==> config.mk <==
export PLATFORM = sky130hd
export DESIGN_NAME = mem_arbiter
export DESIGN_NICKNAME = d
export VERILOG_FILES = /design/src/rtl/mem_arbiter.sv
export SDC_FILE = /design/constraint.sdc
export NUM_CORES = 1
export LEC_CHECK = 0
export BUFFER_PORTS_ARGS = -buffer_cell sky130_fd_sc_hd__clkbuf_2
export CAP_MARGIN = 20
export CORE_AREA = 2 2 283 285
export CTS_CLUSTER_DIAMETER = 150
export CTS_CLUSTER_SIZE = 10
export DETAILED_ROUTE_END_ITERATION = 8
export DIE_AREA = 0 0 285 287
export PLACE_DENSITY = 0.35
export SLEW_MARGIN = 30
export SYNTH_ARGS = -nofsm -noshare
export SYNTH_HDL_FRONTEND = slang
export SYNTH_SLANG_ARGS = --single-unit
export TNS_END_PERCENT = 1
==> constraint.sdc <==
create_clock -name clk -period 1.9 [get_ports clk]
set_input_delay 0.095 -clock clk [delete_from_list [all_inputs] [get_ports clk]]
set_output_delay 0.095 -clock clk [all_outputs]
set_load 0.1 [all_outputs]
==> src/rtl/mem_arbiter.sv <==
// Arbiter between the I-cache and D-cache for the single physical-memory port.
// Grants one whole-line transfer at a time, alternating on ties, with per-port transfer counters.
module mem_arbiter (
    input  logic         clk,
    input  logic         rst,

    input  logic         icache_read,
    input  logic [15:0]  icache_address,
    output logic [127:0] icache_rdata,
    output logic         icache_resp,

    input  logic         dcache_read,
    input  logic         dcache_write,
    input  logic [15:0]  dcache_address,
    input  logic [127:0] dcache_wdata,
    output logic [127:0] dcache_rdata,
    output logic         dcache_resp,

    output logic         pmem_read,
    output logic         pmem_write,
    output logic [15:0]  pmem_address,
    output logic [127:0] pmem_wdata,
    input  logic [127:0] pmem_rdata,
    input  logic         pmem_resp,

    output logic [15:0]  icache_xfers,
    output logic [15:0]  dcache_xfers
);

    typedef enum logic [1:0] {
        IDLE    = 2'd0,
        GRANT_I = 2'd1,
        GRANT_D = 2'd2,
        RELEASE = 2'd3
    } state_t;

    typedef enum logic {
        PORT_I = 1'b0,
        PORT_D = 1'b1
    } port_t;

    state_t      state, state_next;
    port_t       last_grant, last_grant_next;
    logic [15:0] icache_cnt, icache_cnt_next;
    logic [15:0] dcache_cnt, dcache_cnt_next;
    logic        req_i, req_d;

    assign req_i = icache_read;
    assign req_d = dcache_read | dcache_write;

    assign icache_xfers = icache_cnt;
    assign dcache_xfers = dcache_cnt;

    // NOTE: state registers use non-blocking assignments so every flop samples
    // the pre-edge values; blocking here would create order-dependent races.
    always_ff @(posedge clk) begin
        if (rst) begin
            state      <= IDLE;
            last_grant <= PORT_I;
            icache_cnt <= 16'h0000;
            dcache_cnt <= 16'h0000;
        end else begin
            state      <= state_next;
            last_grant <= last_grant_next;
            icache_cnt <= icache_cnt_next;
            dcache_cnt <= dcache_cnt_next;
        end
    end

    // NOTE: every signal written below gets a default first, so no path through
    // the case statement can leave one unassigned and infer a latch.
    always_comb begin
        state_next      = state;
        last_grant_next = last_grant;
        icache_cnt_next = icache_cnt;
        dcache_cnt_next = dcache_cnt;

        pmem_read    = 1'b0;
        pmem_write   = 1'b0;
        pmem_address = 16'h0000;
        pmem_wdata   = 128'h0;
        icache_rdata = 128'h0;
        icache_resp  = 1'b0;
        dcache_rdata = 128'h0;
        dcache_resp  = 1'b0;

        unique case (state)
            IDLE: begin
                if (req_i && req_d) begin
                    state_next = (last_grant == PORT_I) ? GRANT_D : GRANT_I;
                end else if (req_d) begin
                    state_next = GRANT_D;
                end else if (req_i) begin
                    state_next = GRANT_I;
                end
            end

            GRANT_I: begin
                pmem_read    = 1'b1;
                pmem_address = icache_address;
                icache_rdata = pmem_rdata;
                // A response coinciding with reset is discarded, never delivered.
                icache_resp  = pmem_resp & ~rst;
                if (pmem_resp) begin
                    state_next      = RELEASE;
                    last_grant_next = PORT_I;
                    if (icache_cnt != 16'hFFFF) icache_cnt_next = icache_cnt + 16'd1;
                end
            end

            GRANT_D: begin
                pmem_write   = dcache_write;
                pmem_read    = dcache_read & ~dcache_write;
                pmem_address = dcache_address;
                pmem_wdata   = dcache_wdata;
                dcache_rdata = pmem_rdata;
                dcache_resp  = pmem_resp & ~rst;
                if (pmem_resp) begin
                    state_next      = RELEASE;
                    last_grant_next = PORT_D;
                    if (dcache_cnt != 16'hFFFF) dcache_cnt_next = dcache_cnt + 16'd1;
                end
            end

            RELEASE: begin
                // One dead cycle so the served cache can drop its request level.
                state_next = IDLE;
            end

            default: state_next = IDLE;
        endcase
    end

endmodule

After elaboration in Yosys (flattened, before gate mapping)
Index checks and enable logic that the tools add are counted.
{"block": "classes", "addsub": 2, "n_eq_ne": 9, "mux": 17, "bitwise": 5, "n_reduce_logical": 8}
{"operator": "128-bit 2-to-1 mux", "n": 3}
{"operator": "16-bit by 1-bit adder with 16-bit output (second input constant)", "n": 2}
{"operator": "16-bit inequality test (second input constant)", "n": 2}
{"operator": "16-bit case mux with 2 select lines", "n": 1}
{"operator": "2-bit 2-to-1 mux", "n": 5}
{"operator": "3-bit AND reduction", "n": 3}
{"operator": "2-bit case mux with 3 select lines", "n": 1}
{"operator": "1-bit 2-to-1 mux", "n": 5}
{"operator": "2-bit equality test (second input constant)", "n": 2}
{"operator": "2-bit inequality test (second input constant)", "n": 2}
{"operator": "4-bit inequality test (second input constant)", "n": 1}
{"operator": "1-bit case mux with 2 select lines", "n": 2}
{"operator": "1-bit AND", "n": 2}
{"operator": "2-bit by 1-bit equality test with 1-bit output (second input constant)", "n": 1}
{"operator": "2-bit zero test", "n": 1}
{"operator": "2-bit by 1-bit inequality test with 1-bit output (second input constant)", "n": 1}
{"operator": "1-bit inverter", "n": 2}
{"operator": "2-bit AND reduction", "n": 1}
{"operator": "2-bit nonzero test", "n": 1}
{"operator": "2-bit OR reduction", "n": 1}
{"operator": "1-bit logical AND", "n": 1}
{"operator": "1-bit bitwise OR", "n": 1}
{"block": "totals", "reg_bits": 35, "output_inout_bits": 436}

Depth between registers and ports, before layout
Gate-level depths: netlist of run 1.
{"block": "depth", "ltp_word": 4, "mapped_depth": 7, "ltp_nobuf": 6}

Least setup slack after synthesis of run 1
OpenSTA, ideal clock, no wires.
{"block": "synth_timing", "kind": "register to output", "from": "reg state[0]", "to": "out pmem_address[0]", "arrival_ns": 2.653, "required_time_ns": 1.805, "slack_ns": -0.848, "path_stages_with_launch": 8, "n_path_buf": 3, "cell_sequence": "dfxtp_1 inv_1 ha_1 buf_2 clkbuf_1 clkbuf_1 a22oi_1 nor2b_1"}
{"block": "synth_between", "elab_chain_cells": 2}
{"element": "start, declared", "line_no": "42", "rtl": "state_t state, state_next;"}
{"element": "start signal, assigned", "line_no": "63", "rtl": "state <= state_next;"}
{"element": "2-bit equality test or 2-bit by 1-bit equality test with 1-bit output (tied branches)", "line_no": "87", "rtl": "unique case (state)"}
{"element": "16-bit case mux with 2 select lines *", "line_no": "87"}
{"element": "end, declared", "line_no": "21", "rtl": "output logic [15:0] pmem_address,"}
Mark *: on every way between the ends. The rest lies on a longest branch, timed or not.

Final worst setup path of run 1
{"block": "layout_timing", "from": "reg state[0]", "to": "out pmem_address[10]"}
The elaborated chain is that of the path after synthesis.

==> results of run 1 <==
==> timing repair <==
action,in CTS,in global routing
hold buffers,0,0
gates cloned,5,0
buffers inserted,4,0
resized for setup,29,18
pin swaps,0,1
endpoints found under the setup margin,215,121
==> power breakdown <==
group	switching (mW)	leakage [nW]	internal [mW]
Combinational	16.8	6.59	8.46
Sequential	0.0382	0.298	0.772
Clock	0.312	0.0669	0.484
==> per-stage QoR <==
stage / instances / hold WS [ns] / instance area, um2
after global placement: 2444 / 0.4833 / 16040
after floorplan: 692 / 0.2616 / 4883
after global routing: 2462 / 0.2762 / 16550
final: 2464 / 0.2275 / 16560
after detailed placement: 2444 / 0.4843 / 16040
after CTS: 2461 / 0.2302 / 16480
==> registers in the layout, indices dropped and copies added (netlist names) <==
signal,cells
dcache_xfers,16
state,2
last_grant,1
icache_xfers,16
==> worst paths after layout <==
check	depth (start not counted)	endpoint
worst max-delay path	7	pmem_address[10]
worst max register to register	7	dcache_xfers[15]
worst min-delay path	4	state[1]
worst min register to register	2	icache_xfers[15]
==> worst max-delay path, stage by stage, from the launching register on <==
cell and delay, ns:
dfxtp_2 0.34, inv_2 0.08, ha_4 0.16, buf_12 0.18
buf_16 0.18, a22oi_1 0.12, nor2b_2 0.19, buf_12 0.20
==> final cells by class <==
type / count / area share, %
multi-input combinational: 594 / 24.40
clock buffer: 6 / 0.7784
timing repair buffer: 767 / 62.14
inverter: 7 / 0.1587
antenna: 3 / 0.04534
tap: 1050 / 7.935
clock inverter: 2 / 0.07557
sequential: 35 / 4.466
==> cells in the final DEF (no fill, tap or decap), drive strengths merged, types with 2 or more instances in the layout <==
master / n
o41ai: 2
a22oi: 16
nand2: 15
nor4b: 2
clkbuf: 331
mux2: 3
and2: 387
and3b: 2
and3: 4
and4: 5
nor3b: 2
dfxtp: 35
o31ai: 11
inv: 7
o21ai: 13
bufbuf: 3
a21oi: 23
nand4: 15
or4: 13
nor2: 14
or3: 8
ha: 5
o211ai: 2
nor4: 5
nand3: 8
nor3: 7
nor2b: 22
buf: 439
diode: 3
nand2b: 3
==> cells by family after synthesis <==
| group | Yosys count | share of synthesized area, % |
|---|---|---|
| flip-flops | 35 | 14.74 |
| multiplexers | 4 | 0.9999 |
| buffers and inverters | 63 | 5.263 |
| AND/OR/NAND/NOR | 512 | 67.68 |
| AO/OA/AOI/OAI | 73 | 10.00 |
| adder cells (fa/ha/maj) | 5 | 1.316 |
==> metal layers <==
layer | global-route usage (%) | wire (um) | vias to the layer above
met2 | 21.07 | 25330 | 440
met1 | 15.72 | 22070 | 3563
met3 | 5.349 | 5845 | 24
met4 | 0.7461 | 335 | 4
met5 | 0 | 33 | -
li1 | - | - | 3720
==> metrics.csv, run 1 <==
stage,metric,value,unit
synthesis,Avg Inst Size Synth,6.871,um2
synthesis,Mapped Nets,991,
clock_network,CTS tree,built,
synthesis,post-synthesis cell type count,46,
clock_network,clock latency at the later pin of the worst-skew pair,0.28,ns
synthesis,Synth area leaders,"and2_1 (51%), dfxtp_1 (15%), clkbuf_1 (3.9%)",
timing,Setup-failing EPs final,0,
final_layout,Util after Layout,21.06,%
final_layout,layout cell share with drive strength beyond 1,61.73,%
clock_network,H-tree depth,2,
worst_hold_path,HP Start,icache_read,
timing,Clock Skew,0.008846,ns
synthesis,ys flop type,dfxtp_1,
floorplan,core footprint,78610,um2
drt,total number of vias,7751,
clock_network,Root Driver,clkbuf_16,
floorplan,Die Span X,285,um
timing,Max Transition Viols Final,0,
timing,Worst slew margin,59.83,%
clock_network,clk slew on worst S/H paths,0.06,ns
drt,DRC errors left,0,
clock_network,clock sink total,35,
global_route,vias in the first global route,8162,
synthesis,number of flops mapped to enable cells by yosys,0,
critical_path,Setup Crit Path Kind,reg -> out,
critical_path,CP Launch Type,flip-flop,
power,leak pwr,6.957,nW
synthesis,async set-or-reset flop fraction in the synthesized netlist,0,%
timing,Tmin final,1.874,ns
floorplan,# rows,103,
drt,drt first pass iters,4,
global_route,first-pass GRT wire length,72390,um
timing,Setup Total Neg Slack,0,ns
timing,final worst-path setup slack,0.02627,ns
critical_path,Crit Path Max Fanout,20,
drt,final WL,53620,um
power,Max rail drop VDD,0.0008246,V
timing,RSZ-0062 raised after global routing,yes,
place,Final GP Congestion,0.9017,
flow_run,Max-Cap Viols,0,
place,DP Worst Slack,0.05375,ns
critical_path,Reg2Reg Setup Slack,0.09,ns
floorplan,IO Count,730,
synthesis,most frequent cell after synthesis,and2_1,
synthesis,Synth top cells by count,"and2_1 (387), clkbuf_1 (50), dfxtp_1 (35)",
global_route,initial antenna violation count,20,
place,dpl hpwl,47540,um
worst_hold_path,HP Class,in -> reg,
place,port bufs,729,
synthesis,Post-Syn Area,4755,um2
power,Power Total,26.88,mW
drt,DR vias/cell,3.146,
power,PD cells,1623,nW/um2
synthesis,Mapped Cells,692,
drt,drt initial violations,317,
synthesis,Yosys top cell by area,and2_1,
clock_network,CTS Buf Count,5,
outcome,status,"complete, no violations",
timing,endpoints failing hold,0,
drt,Antenna Nets Post-Route,0,
timing,Final period util,98.62,%
final_layout,synthesis-to-finish area growth,248.2,%
synthesis,synth warn,0,
synthesis,register area share after synthesis,14.74,%
global_route,GR Util All Layers,12.61,%
critical_path,crit end category,output port,
final_layout,fillers,8620,
floorplan,Die Y,287,um
critical_path,worst r2r src,state[0],
critical_path,"Req. time, crit path",1.80,ns
critical_path,CP arrival,1.78,ns
final_layout,fin nets,1709,
global_route,grt ovf,0,
critical_path,crit path from,state[0],
timing,Fmax achieved,533.7,MHz
floorplan,die area,81800,um2
timing,Worst Max-Slew Pin Slew,0.6051,ns
synthesis,Yosys reg bits,35,
final_layout,Multi-input gate area,4040,um2
floorplan,Initial Util,6.048,%
global_route,largest net degree at the start of global routing,56,
drt,routed len/inst,21.76,um
synthesis,top cell type's share of synthesized area,50.92,%
clock_network,Bufs on Longest Clock Path,2,
final_layout,FF/Latch Area,739.5,um2
No activity file was read; power rests on OpenSTA's default activity.
==> inputs of run 2 (changes only) <==
MAX_ROUTING_LAYER = met4   (was default)
==> metrics.csv, run 2 (synthesis results as in run 1) <==
stage,metric,value,unit,change
outcome,status,"complete, no violations",,unchanged
timing,endpoints failing hold,0,,unchanged
place,Placed Area,16060,um2,was 16040 um2
final_layout,layout cell share with drive strength beyond 1,66.46,%,was 61.73%
critical_path,crit end category,output port,,unchanged
global_route,vias in the first global route,8226,,was 8162
critical_path,CP Launch Type,flip-flop,,unchanged
power,Max rail drop VDD,0.0007877,V,was 0.0008246 V
global_route,grt ovf,0,,unchanged
power,PD cells,1628,nW/um2,was 1623 nW/um2
critical_path,CP arrival,1.79,ns,was 1.78 ns
floorplan,# rows,103,,unchanged
final_layout,fin area,16900,um2,was 16560 um2
clock_network,clk slew on worst S/H paths,0.05,ns,was 0.06 ns
final_layout,fin nets,1720,,was 1709
timing,final worst-path setup slack,0.01171,ns,was 0.02627 ns
power,Power Total,27.52,mW,was 26.88 mW
timing,Tmin final,1.888,ns,was 1.874 ns
final_layout,"commonest non-fill, non-tap cell in the layout",buf_12,,unchanged
critical_path,"Req. time, crit path",1.80,ns,about the same
clock_network,clock sink total,35,,unchanged
timing,RSZ-0062 raised after global routing,yes,,unchanged
place,Final GP Congestion,0.9146,,was 0.9017
place,port bufs,729,,unchanged
critical_path,Reg2Reg Depth,7,,unchanged
clock_network,clock latency at the later pin of the worst-skew pair,0.28,ns,about the same
timing,Setup-failing EPs final,0,,unchanged
power,leak pwr,7.143,nW,was 6.957 nW
timing,Fmax achieved,529.6,MHz,was 533.7 MHz
clock_network,Root Driver,clkbuf_16,,unchanged
timing,Max Transition Viols Final,0,,unchanged
global_route,first-pass GRT wire length,72310,um,was 72390 um
timing,Worst Max-Slew Pin Slew,0.5927,ns,was 0.6051 ns
floorplan,Die Y,287,um,unchanged
worst_hold_path,HP Class,in -> reg,,unchanged
clock_network,CTS Buf Count,5,,unchanged
final_layout,"commonest non-fill, non-tap cells in the layout","buf_12 (411), clkbuf_2 (325), and2_1 (311)",,"was buf_12 (408), and2_1 (372), clkbuf_2 (325)"
clock_network,CTS tree,built,,unchanged
drt,routed len/inst,22.10,um,was 21.76 um
flow_run,Max-Cap Viols,0,,unchanged
place,DP Worst Slack,0.06298,ns,was 0.05375 ns
floorplan,core footprint,78610,um2,unchanged
global_route,initial antenna violation count,24,,was 20
floorplan,die area,81800,um2,unchanged
clock_network,H-tree depth,2,,unchanged
critical_path,Crit Path Max Fanout,11,,was 20
place,dpl hpwl,47440,um,was 47540 um
timing,Worst slew margin,60.65,%,was 59.83%
critical_path,Setup Crit Path Kind,reg -> out,,unchanged
drt,DRC errors left,0,,unchanged
global_route,GR Util All Layers,13.06,%,was 12.61%
timing,Clock Skew,0.005913,ns,was 0.008846 ns
drt,total number of vias,7913,,was 7751
floorplan,Initial Util,6.048,%,unchanged
worst_hold_path,Min-Delay Path Depth,4,,unchanged
floorplan,Die Span X,285,um,unchanged
timing,Setup Total Neg Slack,0,ns,unchanged
drt,final WL,54750,um,was 53620 um
global_route,largest net degree at the start of global routing,56,,unchanged
drt,DR vias/cell,3.193,,was 3.146
clock_network,Bufs on Longest Clock Path,2,,unchanged
final_layout,synthesis-to-finish area growth,255.5,%,was 248.2%
timing,Final period util,99.38,%,was 98.62%
floorplan,IO Count,730,,unchanged
drt,Antenna Nets Post-Route,0,,unchanged
drt,drt first pass iters,5,,was 4
drt,drt initial violations,322,,was 317
[run 2: cell type report]
type	instances	area, um2
diodes	6	15.01
clock buffers	7	132.6
clock inverters	1	5.005
fillers	8600	61710
inverters	7	26.28
multi-input cells	594	4219
flip-flops and latches	35	739.5
well taps	1050	1314
repair buffers	778	10450
[run 2: worst max-delay path, stage by stage, from the launching register on]
cell	delay, ns
dfxtp_2	0.34
inv_2	0.05
ha_4	0.20
buf_12	0.17
bufbuf_16	0.29
a22oi_2	0.22
nor2b_4	0.07
buf_12	0.16
[run 2: per-layer routing]
metal  share of wire [%]  routed length [um]  GRT usage (%)
met5                   0                   0              -
met3                 8.3                4550          3.921
met1                  44               23990          16.42
met2                  47               25810          21.18
met4                0.74                 406          1.518
[run 2: path summary, 6_finish.rpt]
check	slack [ns]	endpoint	startpoint
min	0.24	state[1]	icache_read
max	0.01	pmem_address[2]	state[0]
max reg2reg	0.05	icache_xfers[9]	state[0]
min reg2reg	0.49	icache_xfers[15]	icache_xfers[15]
[run 2: what timing repair did]
| action | in CTS | in global routing |
|---|---|---|
| cloned | 6 | 3 |
| setup buffers | 6 | 2 |
| pin swaps | 1 | 5 |
| hold buffers | 0 | 0 |
| gates resized for setup | 68 | 56 |
| endpoints found under the setup margin | 233 | 192 |
[run 2: power by group]
group          internal (mW)  switching (mW)
logic                   8.94            17.0
registers              0.772          0.0345
clock network          0.485           0.310
[run 2: metrics by stage]
stage | util, % | hold slack [ns] | std cells
3_3_place_gp | 20.43 | 0.4858 | 2448
5_1_grt | 21.50 | 0.2986 | 2477
6_report | 21.50 | 0.2358 | 2478
3_5_place_dp | 20.43 | 0.4865 | 2448
4_1_cts | 21.16 | 0.2412 | 2468
2_1_floorplan | - | 0.2616 | 692
==> inputs of run 3 (changes only) <==
CORE_AREA = 2 2 282 284   (was 2 2 283 285)
DIE_AREA = 0 0 284 286   (was 0 0 285 287)
clock period = 2.4 ns   (was 1.9 ns; I/O delays follow)
==> metrics.csv, run 3 (synthesis results as in run 1) <==
stage,metric,value,unit,change
critical_path,Setup Crit Path Kind,reg -> out,,unchanged
critical_path,Reg2Reg Depth,6,,was 7
clock_network,clock latency at the later pin of the worst-skew pair,0.29,ns,was 0.28 ns
outcome,status,"complete, no violations",,unchanged
timing,Worst slew margin,54.42,%,was 60.65%
timing,Max Transition Viols Final,0,,unchanged
floorplan,Initial Util,6.068,%,was 6.048%
final_layout,fillers,8832,,was 8600
timing,Clock Skew,0.005638,ns,was 0.005913 ns
critical_path,CP Launch Type,flip-flop,,unchanged
floorplan,# rows,103,,unchanged
timing,Setup-failing EPs final,0,,unchanged
floorplan,Die Y,286,um,was 287 um
global_route,grt ovf,0,,unchanged
power,PD cells,1349,nW/um2,was 1628 nW/um2
clock_network,clk slew on worst S/H paths,0.06,ns,was 0.05 ns
final_layout,Multi-input gate area,3876,um2,was 4219 um2
drt,routed len/inst,26.50,um,was 22.10 um
clock_network,CTS tree,built,,unchanged
floorplan,die area,81220,um2,was 81800 um2
clock_network,CTS Buf Count,5,,unchanged
power,Max rail drop VDD,0.0005561,V,was 0.0007877 V
worst_hold_path,Worst Hold End,state[1],,unchanged
global_route,largest net degree at the start of global routing,80,,was 56
final_layout,layout cell share with drive strength beyond 1,56.40,%,was 66.46%
place,port bufs,729,,unchanged
floorplan,core footprint,78360,um2,was 78610 um2
timing,Tmin final,2.386,ns,
drt,total number of vias,7920,,was 7913
global_route,first-pass GRT wire length,83010,um,was 72310 um
timing,Fmax achieved,419.2,MHz,
critical_path,crit end category,output port,,unchanged
floorplan,IO Count,730,,unchanged
power,Power Total,19.96,mW,was 27.52 mW
worst_hold_path,HP Start,icache_read,,unchanged
worst_hold_path,Min-Delay Path Depth,4,,unchanged
clock_network,Hold Buf Count CTS,0,,unchanged
clock_network,setup bufs post-CTS,0,,was 6
global_route,initial antenna violation count,45,,was 24
timing,Worst Max-Slew Pin Slew,0.6837,ns,was 0.5927 ns
critical_path,CP arrival,2.27,ns,was 1.79 ns
critical_path,"Req. time, crit path",2.28,ns,was 1.80 ns
clock_network,PostCTS Resize Cnt,8,,was 68
timing,Final period util,99.41,%,
clock_network,H-tree depth,2,,unchanged
flow_run,Max-Cap Viols,0,,unchanged
drt,Antenna Nets Post-Route,0,,unchanged
drt,DR vias/cell,3.218,,was 3.193
critical_path,r2r endpoint,icache_xfers[10],,was icache_xfers[9]
floorplan,Die Span X,284,um,was 285 um
final_layout,FF/Latch Area,700.7,um2,was 739.5 um2
drt,drt first pass iters,4,,was 5
drt,drt initial violations,454,,was 322
final_layout,"commonest non-fill, non-tap cell in the layout",and2_1,,was buf_12
power,leak pwr,6.435,nW,was 7.143 nW
clock_network,Root Driver,clkbuf_16,,unchanged
drt,DRC errors left,0,,unchanged
critical_path,Reg2Reg Setup Slack,0.52,ns,was 0.05 ns
final_layout,"commonest non-fill, non-tap cells in the layout","and2_1 (387), clkbuf_2 (363), buf_12 (313)",,"was buf_12 (411), clkbuf_2 (325), and2_1 (311)"
timing,endpoints failing hold,0,,unchanged
place,dpl hpwl,60510,um,was 47440 um
clock_network,clock sink total,35,,unchanged
global_route,GR Util All Layers,15.90,%,was 13.06%
critical_path,Crit Path Max Fanout,70,,was 11
final_layout,fin nets,1697,,was 1720
final_layout,Util after Layout,18.89,%,was 21.50%
final_layout,synthesis-to-finish area growth,211.3,%,was 255.5%
critical_path,worst r2r src,state[1],,was state[0]
timing,RSZ-0062 raised after global routing,yes,,unchanged
place,Final GP Congestion,0.9210,,was 0.9146
worst_hold_path,HP Class,in -> reg,,unchanged
global_route,vias in the first global route,8113,,was 8226
clock_network,Bufs on Longest Clock Path,2,,unchanged
drt,final WL,65220,um,was 54750 um
-- run 3: final cells by class --
class | count | share of cell area (%)
well taps | 1050 | 8.877
flip-flops and latches | 35 | 4.734
multi-input cells | 594 | 26.19
repair buffers | 755 | 58.64
diodes | 12 | 0.2029
clock inverters | 2 | 0.2367
inverters | 7 | 0.1775
clock buffers | 6 | 0.9384
-- run 3: worst max-delay path by stage --
| stage | startpoint | to | slack, ns | cells after the start |
|---|---|---|---|---|
| finish | state[1] | pmem_address[4] | 0.01 | 6 |
| floorplan | state[0] | pmem_address[1] | -0.37 | 7 |
| global placement | state[0] | pmem_address[12] | -0.12 | 6 |
| global route | state[1] | pmem_address[12] | -0.07 | 7 |
| detailed placement | state[0] | pmem_address[1] | 0.07 | 6 |
| CTS | state[0] | pmem_address[0] | 0.009 | 6 |
-- run 3: metal layers --
layer  up-vias  GRT usage (%)  routed length [um]
met2       509          24.98               29380
met1      3660          19.46               28190
met4         0          1.211                 566
met3        48          7.073                7077
met5         -              -                   0
li1       3703              -                   -
-- run 3: where the power goes --
group	leakage (nW)	switching, mW	internal (mW)
registers	0.283	0.0272	0.606
clock network	0.0869	0.288	0.518
logic	6.07	13.2	5.35
total	6.43	13.5	6.47
-- run 3: through the flow --
stage	cells	hold WS (ns)	setup TNS [ns]	cell area, um2	setup WS, ns
global placement	2438	0.4970	-0.2054	14530	-0.1236
detailed placement	2441	0.4876	0	14550	0.07237
finish	2461	0.2600	0	14800	0.01424
global route	2458	0.2795	-0.2254	14790	-0.07026
CTS	2449	0.2447	0	14760	0.009159
floorplan	692	0.2941	-4.834	4757	-0.3734
-- run 3: worst max-delay path: stages, from the launching register on --
cell     delay (ns)
dfxtp_1        0.39
inv_1          0.11
ha_4           0.23
buf_12         0.18
a22oi_2        0.56
nor2b_1        0.17
buf_12         0.21
